**src/rtl/timebase_pkg.sv**
```systemverilog
// Shared types and constants for the timebase controller.
package timebase_pkg;

  typedef enum logic [1:0] {
    IDLE  = 2'd0,
    RUN   = 2'd1,
    PAUSE = 2'd2,
    LOAD  = 2'd3
  } state_t;

  localparam int unsigned MIN_DIV = 2;

  // RUN and LOAD both advance the divide counter.
  function automatic logic run_like(input state_t s);
    return (s == RUN) || (s == LOAD);
  endfunction

endpackage

```
**src/rtl/timebase_div_cnt.sv**
```systemverilog
// Divide counter: counts 0..div-1 while enabled, synchronous clear.
// cnt_next exposes the value the counter takes at the next edge.
module timebase_div_cnt #(
  parameter int unsigned DIV_W = 27
) (
  input  logic             clk,
  input  logic             rst,
  input  logic             en,
  input  logic             clr,
  input  logic [DIV_W-1:0] div,
  output logic [DIV_W-1:0] cnt,
  output logic [DIV_W-1:0] cnt_next,
  output logic             tc
);

  // Terminal count; '>=' recovers if the divisor shrank while the count was frozen.
  always_comb begin
    tc       = (cnt >= (div - DIV_W'(1)));
    cnt_next = cnt;
    if (clr)
      cnt_next = '0;
    else if (en)
      cnt_next = tc ? '0 : cnt + DIV_W'(1);
  end

  // Counter register.
  always_ff @(posedge clk) begin
    if (rst)
      cnt <= '0;
    else
      cnt <= cnt_next;
  end

endmodule

```
**src/rtl/timebase_ctrl.sv**
```systemverilog
// Run/pause/stop timebase controller with tick-aligned divisor updates.
// Optional alarm compare enabled by defining TIMEBASE_ALARM_EN.
module timebase_ctrl
  import timebase_pkg::*;
#(
  parameter int unsigned DIV_W   = 27,
  parameter int unsigned DEF_DIV = 100_000_000,
  parameter int unsigned SEC_W   = 17,
  parameter int unsigned SEC_MAX = 86399
) (
  input  logic             clk_100M,
  input  logic             rst,
  input  logic             start,
  input  logic             pause,
  input  logic             stop,
  input  logic             cfg_valid,
  input  logic [DIV_W-1:0] cfg_div,
`ifdef TIMEBASE_ALARM_EN
  input  logic             alarm_set,
  input  logic [SEC_W-1:0] alarm_sec,
  output logic             alarm,
`endif
  output logic             cfg_ready,
  output logic             cfg_err,
  output logic             tick_1s,
  output logic             clk_1s,
  output logic [SEC_W-1:0] sec_cnt,
  output logic             sec_wrap,
  output logic             busy
);

  state_t           state, state_nx;
  logic [DIV_W-1:0] div_reg, div_eff, pend_div, pend_val, raw_div, new_div;
  logic [DIV_W-1:0] div_cnt, cnt_next;
  logic [SEC_W-1:0] sec_inc;
  logic             pend_q, pend_any, tc, cnt_en, tick_edge, too_small, sec_last;

  timebase_div_cnt #(.DIV_W(DIV_W)) u_div_cnt (
    .clk      (clk_100M),
    .rst      (rst),
    .en       (cnt_en),
    .clr      (stop),
    .div      (div_eff),
    .cnt      (div_cnt),
    .cnt_next (cnt_next),
    .tc       (tc)
  );

  // Next state, config handshake and effective divisor.
  // In LOAD the pending divisor already governs the period it starts.
  always_comb begin
    state_nx  = state;
    pend_any  = pend_q | cfg_valid;
    pend_val  = pend_q ? pend_div : cfg_div;
    raw_div   = (state == LOAD) ? pend_val : cfg_div;
    too_small = (raw_div < DIV_W'(MIN_DIV));
    new_div   = too_small ? DIV_W'(MIN_DIV) : raw_div;
    div_eff   = (state == LOAD) ? new_div : div_reg;
    cfg_ready = 1'b0;

    unique case (state)
      IDLE:    if (start) state_nx = RUN;
      RUN:     if (pause) state_nx = PAUSE;
               else if (pend_any && tc) state_nx = LOAD;
      PAUSE:   if (start) state_nx = RUN;
      LOAD:    state_nx = RUN;
      default: state_nx = IDLE;
    endcase
    if (stop) state_nx = IDLE;

    cnt_en    = run_like(state) && run_like(state_nx);
    tick_edge = cnt_en && tc;
    sec_last  = (sec_cnt == SEC_W'(SEC_MAX));
    sec_inc   = sec_last ? '0 : sec_cnt + SEC_W'(1);

    if (!rst) begin
      if (state == IDLE || state == PAUSE)
        cfg_ready = cfg_valid;
      else if (state == LOAD)
        cfg_ready = !stop;
    end
  end

  assign busy = run_like(state);

  // State register.
  always_ff @(posedge clk_100M) begin
    if (rst)
      state <= IDLE;
    else
      state <= state_nx;
  end

  // Divisor register, pending request latch and sticky clamp flag.
  always_ff @(posedge clk_100M) begin
    if (rst) begin
      div_reg  <= DIV_W'(DEF_DIV);
      pend_q   <= 1'b0;
      pend_div <= '0;
      cfg_err  <= 1'b0;
    end else begin
      if (cfg_ready) begin
        div_reg <= new_div;
        if (too_small) cfg_err <= 1'b1;
      end
      if (stop || cfg_ready)
        pend_q <= 1'b0;
      else if (state == RUN && cfg_valid && !pend_q) begin
        pend_q   <= 1'b1;
        pend_div <= cfg_div;
      end
      if (stop) cfg_err <= 1'b0;
    end
  end

  // Tick, seconds count and clk_1s level, all decided on the upcoming state.
  always_ff @(posedge clk_100M) begin
    if (rst) begin
      tick_1s  <= 1'b0;
      sec_wrap <= 1'b0;
      sec_cnt  <= '0;
      clk_1s   <= 1'b0;
    end else begin
      tick_1s  <= tick_edge;
      sec_wrap <= tick_edge && sec_last;
      if (stop)
        sec_cnt <= '0;
      else if (tick_edge)
        sec_cnt <= sec_inc;
      if (run_like(state_nx))
        clk_1s <= (cnt_next < (div_eff >> 1));
      else if (state_nx == IDLE)
        clk_1s <= 1'b0;
    end
  end

`ifdef TIMEBASE_ALARM_EN
  logic             armed;
  logic [SEC_W-1:0] alarm_cmp;

  // One-shot alarm on the tick that reaches the armed compare value.
  always_ff @(posedge clk_100M) begin
    if (rst) begin
      armed     <= 1'b0;
      alarm_cmp <= '0;
      alarm     <= 1'b0;
    end else begin
      alarm <= 1'b0;
      if (stop)
        armed <= 1'b0;
      else if (alarm_set) begin
        alarm_cmp <= alarm_sec;
        armed     <= 1'b1;
      end else if (tick_edge && armed && sec_inc == alarm_cmp) begin
        alarm <= 1'b1;
        armed <= 1'b0;
      end
    end
  end
`endif

endmodule

```
**config.mk**
```make
export PLATFORM = sky130hd
export DESIGN_NAME = timebase_ctrl
export DESIGN_NICKNAME = d
export VERILOG_FILES = /design/src/rtl/timebase_pkg.sv /design/src/rtl/timebase_div_cnt.sv /design/src/rtl/timebase_ctrl.sv
export SDC_FILE = /design/constraint.sdc
export NUM_CORES = 1
export LEC_CHECK = 0
export CAP_MARGIN = 30
export CORE_ASPECT_RATIO = 1.25
export CORE_UTILIZATION = 61
export CTS_BUF_LIST = sky130_fd_sc_hd__clkbuf_2
export CTS_CLUSTER_DIAMETER = 40
export CTS_CLUSTER_SIZE = 12
export DETAILED_ROUTE_END_ITERATION = 10
export PLACE_DENSITY = 0.87
export SYNTH_ARGS = -nofsm -noshare
export SYNTH_HDL_FRONTEND = slang
export SYNTH_HIERARCHICAL = 1
export SYNTH_SLANG_ARGS = --single-unit
```
**constraint.sdc**
```tcl
create_clock -name clk_100M -period 7.4 [get_ports clk_100M]
set_clock_uncertainty 0.15 [all_clocks]
set_input_delay 1.48 -clock clk_100M [delete_from_list [all_inputs] [get_ports clk_100M]]
set_output_delay 1.48 -clock clk_100M [all_outputs]
set_load 0.005 [all_outputs]
```
==> load_flow_metrics.sql <==
INSERT INTO impl_metrics (metric_group, metric, value, unit) VALUES
('status', 'run_status', 'completed', ''),
('power', 'pwr-share-comb', '19.6', '%'),
('global_route', 'grt_first_pass_wirelength', '31210', 'microns'),
('placement', 'placed_cells_incl_taps', '1134', ''),
('placement', 'detailed_place_hpwl', '14540', 'microns'),
('routing', 'wire_per_inst', '16.52', 'microns'),
('synth', 'post-synth-top-area-cell', 'dfxtp_1', ''),
('power', 'netSwitchingPower', '0.3377', 'mW'),
('timing', 'slew_viol_final', '0', ''),
('placement', 'portBuffers', '55', ''),
('timing', 'fin_crit', '6903', 'ps'),
('final_layout', 'num_antenna_cells', '0', ''),
('critical_path', 'crit_fanout', '5', ''),
('critical_path', 'critical_path.top_delay_family', 'simple AND/OR/NAND/NOR gates', ''),
('critical_path', 'crit_buf_inv', '2', ''),
('cts', 'cts.reportedPaths.clkPinSlew', '290', 'ps'),
('floorplan', 'placeableCoreArea', '0.01167', 'sq mm'),
('synth', 'yosys.cell_types.count', '67', ''),
('critical_path', 'cp_data_required_time', '7730', 'ps'),
('timing', 'period_share', '93.28', '%'),
('critical_path', 'startpoint_types', 'primary input', ''),
('synth', 'postSynthRegisterBits', '105', ''),
('global_route', 'grt_util_met1', '39.05', '%'),
('cts', 'cts_root_buffer', 'clkbuf_2', ''),
('final_layout', 'layout.cells.non_filler', '1150', ''),
('synth', 'post-synth-top-count-cell', 'nand2_1', ''),
('synth', 'syn-mean-instance-area', '8.127', 'sq um'),
('cts', 'clock_tree.htree_level_count', '3', ''),
('global_route', 'grt_remaining_overflow', '0', ''),
('cts', 'holdBufCountCts', '0', ''),
('floorplan', 'starting_density', '62.67', '%'),
('synth', 'synth_simple_gate_area_share', '26.75', '%'),
('timing', 'finalSetupViolations', '0', ''),
('timing', 'timing.setup.tns', '0', 'ps'),
('synth', 'synth.yosys.seq_area_share', '28.74', '%'),
('synth', 'synth.top_cells.by_area', 'dfxtp_1, ha_1, mux2i_1', ''),
('power', 'switching_share', '30.70', '%'),
('synth', 'yosys.area_share.xor_xnor', '7.663', '%'),
('placement', 'place.gp.congestion', '0.9825', ''),
('critical_path', 'critical-path-slowest-cell', 'clkdlybuf4s50_1', ''),
('synth', 'ys_async_sr_fraction', '0', '%'),
('power', 'pwr-share-clk', '26.7', '%'),
('timing', 'timing_worst_slew_pin_value', '800.6', 'ps'),
('global_route', 'gr-usage-met2', '52.66', '%'),
('floorplan', 'chipHeight', '124.4', 'microns'),
('synth', 'ys_top_cells_by_count', 'nand2_1, dfxtp_1, nor2_1, nor3_1, ha_1', ''),
('critical_path', 'timing.critical_path.arrival', '7240', 'ps'),
('floorplan', 'io_pins', '56', ''),
('routing', 'via_count', '6884', ''),
('routing', 'initialDrtViolationCount', '347', ''),
('cts', 'inserted_clock_buffers', '9', ''),
('worst_hold_path', 'worst_hold_path_type', 'flip-flop to flip-flop', ''),
('cts', 'cts_tree', 'built', ''),
('routing', 'final_antenna_net_count', '0', ''),
('power', 'internal_power', '0.7620', 'mW'),
('routing', 'first_pass_iteration_count_of_the_detailed_router', '5', ''),
('routing', 'via_per_inst', '5.986', ''),
('timing', 'relSlewSlack', '46.63', '%'),
('critical_path', 'cp_slowest_stage_delay', '450', 'ps'),
('run', 'max_cap_violations', '0', ''),
('floorplan', 'die_area', '0.01244', 'sq mm'),
('synth', 'netlist_instances', '900', ''),
('synth', 'yosys-mux-area-fraction', '7.390', '%'),
('cts', 'cts_buffer_depth', '2', ''),
('cts', 'cts_sinks', '105', ''),
('critical_path', 'endpoint_kind', 'flip-flop', ''),
('synth', 'yosys_most_used_dff', 'dfxtp_1', ''),
('cts', 'clock_latency', '620', 'ps'),
('timing', 'number_of_failing_hold_endpoints_at_the_final_stage', '0', ''),
('synth', 'synthAdderAreaFrac', '9.408', '%'),
('routing', 'remaining_drc_errors', '0', '');
==> area by class of cell <==
type	count	area [sq um]	area share, %
multi-input cells	711	4817	56.69
well taps	161	201.4	2.371
flip-flops and latches	105	2103	24.75
inverters	38	147.6	1.738
repair buffers	119	1104	12.99
clock buffers	10	50.05	0.5890
clock inverters	6	73.82	0.8688
==> cells in the final DEF (no fill, tap or decap), drive strengths merged, types with 4 or more instances in the layout <==
cell / count
nor4: 27
a211o: 12
xor2: 42
a21o: 5
nand2: 129
mux2i: 54
buf: 65
nor2: 79
nand2b: 6
nand3: 23
o21a: 27
and2: 4
nor2b: 5
a21oi: 53
dfxtp: 105
xnor2: 22
o211ai: 4
nand4: 27
and4: 4
and3: 12
clkbuf: 10
ha: 55
nor3: 59
inv: 40
clkdlybuf4s50: 54
a211oi: 18
o21ai: 15
==> stage by stage <==
stage / area (sq um) / util (%) / worst slack, ps / hold slack, ps / total power, mW
after floorplan: 7315 / - / 499.7 / 285.3 / 0.7325
after global placement: 8313 / 71.23 / 29.29 / 293.0 / 0.8051
after detailed placement: 8368 / 71.70 / -192.8 / 302.0 / 0.8118
after CTS: 8492 / 72.76 / 466.0 / 348.1 / 1.101
after global routing: 8497 / 72.80 / 45.81 / 363.4 / 1.147
final: 8497 / 72.80 / 497.3 / 348.6 / 1.100
==> worst reg2reg max path: stages (launching register included) <==
cell       delay (ps)
dfxtp_1           630
nand2_1           560
buf_12            350
nand2_1            70
o21a_1            200
inv_1             110
or4_4             550
or3_1             350
or3_4             390
nor3_2            130
xnor2_1            90
ha_1              300
nand3_1           120
nor4_1            330
nand4_1           200
a21o_1            240
a21oi_1           290
nor3_1            100
ha_1              320
nand4_1           100
nor3_1            270
o2111ai_1         180
a2111oi_2         400
nor4_2             80
==> cell families (layout without fill, tap and decap cells) <==
| kind of cell | after synthesis | count (layout) |
|---|---|---|
| flops | 105 | 105 |
| buf+inv | 84 | 173 |
| simple gates | 388 | 388 |
| fa+ha+maj | 55 | 55 |
| mux | 54 | 54 |
| compound gates | 150 | 150 |
| xor+xnor | 64 | 64 |
==> timing repair <==
| action | in CTS | in global routing |
|---|---|---|
| setup buffers | 0 | 0 |
| resized for setup | 0 | 1 |
| setup endpoints to repair | 0 | 1 |
==> layer usage <==
layer	part of all wire, %	vias up
li1	-	3368
met1	43	3222
met2	48	233
met3	5.3	61
met4	4.0	0
met5	0	-
==> power by group through the flow <==
stage               Sequential (mW)  Combinational, mW  Clock, mW
floorplan                     0.597              0.136          0
global placement              0.599              0.206          0
detailed placement            0.600              0.212          0
CTS                           0.590              0.213      0.297
global route                  0.593              0.234      0.320
finish                        0.590              0.216      0.293
==> path summary, 6_finish.rpt <==
| kind | to | startpoint | depth (start not counted) | slack (ps) |
|---|---|---|---|---|
| worst max-delay path | clk_1s$_SDFFE_PP0P_ | cfg_div[11] | 26 | 500 |
| worst min-delay path | pend_div[0]$_SDFFE_PP0P_ | pend_div[0]$_SDFFE_PP0P_ | 2 | 350 |
| worst max register to register | clk_1s$_SDFFE_PP0P_ | state[0]$_SDFF_PP0_ | 23 | 760 |
| worst min register to register | pend_div[0]$_SDFFE_PP0P_ | pend_div[0]$_SDFFE_PP0P_ | 2 | 350 |
No activity file was read; power rests on OpenSTA's default activity.
==> edit (same flow settings) <==
The 4 states of `state_t` get a one-hot encoding in 4 bits.
--- a/src/rtl/timebase_pkg.sv
+++ b/src/rtl/timebase_pkg.sv
@@ -1,11 +1,11 @@
 // Shared types and constants for the timebase controller.
 package timebase_pkg;
 
-  typedef enum logic [1:0] {
-    IDLE  = 2'd0,
-    RUN   = 2'd1,
-    PAUSE = 2'd2,
-    LOAD  = 2'd3
+  typedef enum logic [3:0] {
+    IDLE  = 4'b0001,
+    RUN   = 4'b0010,
+    PAUSE = 4'b0100,
+    LOAD  = 4'b1000
   } state_t;
 
   localparam int unsigned MIN_DIV = 2;
Behaviour: no difference found for any inputs over 4 cycles, from zero or initial values and one cycle with rst high; so few cycles prove little.
==> edit against the original RTL <==
Area after synthesis increased by 1.3%; power is 3.5% higher; critical path type unchanged; sequential power rose by 2%; via count up 8.1%; hold slack lost 0.019 ns; design area increased by 1.5%; wire length rose by 6.7%; sequential share of layout area is 0.11 points higher; sequential cell count up 2; combinational power grew 3%; setup slack improved by 0.039 ns; largest power group unchanged; synthesized cell count rose by 6.3%.
==> edit: results (changes against the original RTL) <==
Outcome
  – Status: finished, final reports clean

Layout
  – Final nets: 1126 (+5.0%)
  – Share of layout cells above drive strength 1: 11.52% (-1.3 points)

GRT
  – GR Layer Usage met2: 54.15% (+1.5 points)
  – Pin count of the biggest net entering global routing: 81 (+23%)
  – Met3 demand-to-capacity share in global routing: 4.807% (+0.32 points)

Critical path
  – Required time at the worst-slack endpoint: 7.78 ns (+0.05 ns)
  – RR Startpoint: state[1]
  – Cell depth of the worst flop-to-flop path: 28 (+22%)
  – Largest fanout on the critical path: 8 (+3)

Yosys
  – Distinct cell type count of the synthesized netlist: 71 (+6.0%)
  – Synth area leaders: sky130_fd_sc_hd__dfxtp_1 (29%), sky130_fd_sc_hd__ha_1 (9.3%), sky130_fd_sc_hd__nand2_1 (6.0%), sky130_fd_sc_hd__nor2_1 (5.3%), sky130_fd_sc_hd__nor3_1 (4.7%)
  – Top cell types by occurrence after synthesis: sky130_fd_sc_hd__nand2_1 (119), sky130_fd_sc_hd__dfxtp_1 (107), sky130_fd_sc_hd__nor2_1 (104)
  – Post-synthesis net count: 1045 (+5.8%)
  – Synthesized-area fraction occupied by ao, oa, aoi and oai cells: 15.47% (+0.93 points)
  – Share of the yosys chip area belonging to registers: 28.91% (+0.17 points)
  – Synth Area in XOR/XNOR: 7.683% (+0.020 points)

Route
  – Via count: 7441 (+8.1%)
  – Length of routed wiring on met1: 8.383 mm (+2.8%)
  – Routed vias/inst: 6.180 (+3.2%)
  – Sum of met3 wire segment lengths after detailed routing: 1.406 mm (+39%)

Place
  – Post-Place Setup Slack: -0.2293 ns (-0.03642 ns)
  – Final Wtd Congestion: 1.011 (+2.9%)
  – Total cell area at the placement stage: 8458 µm² (+1.1%)

STA
  – Max-slew headroom: 34.86% (-12 points)

Power
  – Pleak: 3.424 nW (-3.1%)
[edit: cell count changes after synthesis, sizes merged, moves of 14 or more]
| cell | unedited run | this run |
|---|---|---|
| buf | 27 | 10 |
| nor2 | 79 | 105 |
| a311oi | 0 | 15 |
| o21a | 27 | 3 |
| xnor2 | 22 | 36 |
| nand3 | 23 | 45 |
| a21o | 5 | 29 |
| mux2i | 54 | 28 |
| clkbuf | 19 | 44 |
[edit: layout make-up]
cell class	instances	area [µm²]
inverter	38	142.6
sequential	107	2143
tap	161	201.4
timing repair buffer	124	1089
multi-input combinational	758	4908
antenna	1	2.502
clock buffer	9	45.04
fill	895	3104
clock inverter	6	90.09
[edit: how the worst max path moves through the flow]
stage	from	end	cells after the start	slack, ns
after floorplan	cfg_div[1]	clk_1s	28	0.56
after global placement	cfg_div[1]	clk_1s	28	-0.04
after detailed placement	cfg_div[8]	clk_1s	28	-0.23
after CTS	cfg_div[1]	clk_1s	27	0.40
after global routing	cfg_div[7]	clk_1s	28	-0.01
final	cfg_div[19]	clk_1s	29	0.54
[edit: report_power, final]
part           switching, mW  internal, mW
clock network          0.204         0.111
registers            0.00894         0.592
logic                  0.123        0.0984
total                  0.336         0.802
[edit: critical path, delay by kind of cell]
kind,cells,cell delay (ns)
muxes,1,0.29
xor gates and xnor gates,1,0.18
AOI/OAI and AO/OA,5,1.17
adders and majority gates,3,0.75
buffers and inverters,5,1.03
and+or+nand+nor,14,2.35
[edit: timing repair]
action,4_1_cts,5_1_grt
endpoints found under the hold margin,0,0
gates resized for setup,0,6
setup endpoints to repair,0,1
[edit: cells by family after synthesis]
logic type      after synthesis
compound gates              168
xor+xnor                     65
fa+ha+maj                    55
buf+inv                      92
flops                       107
mux                          30
simple gates                440
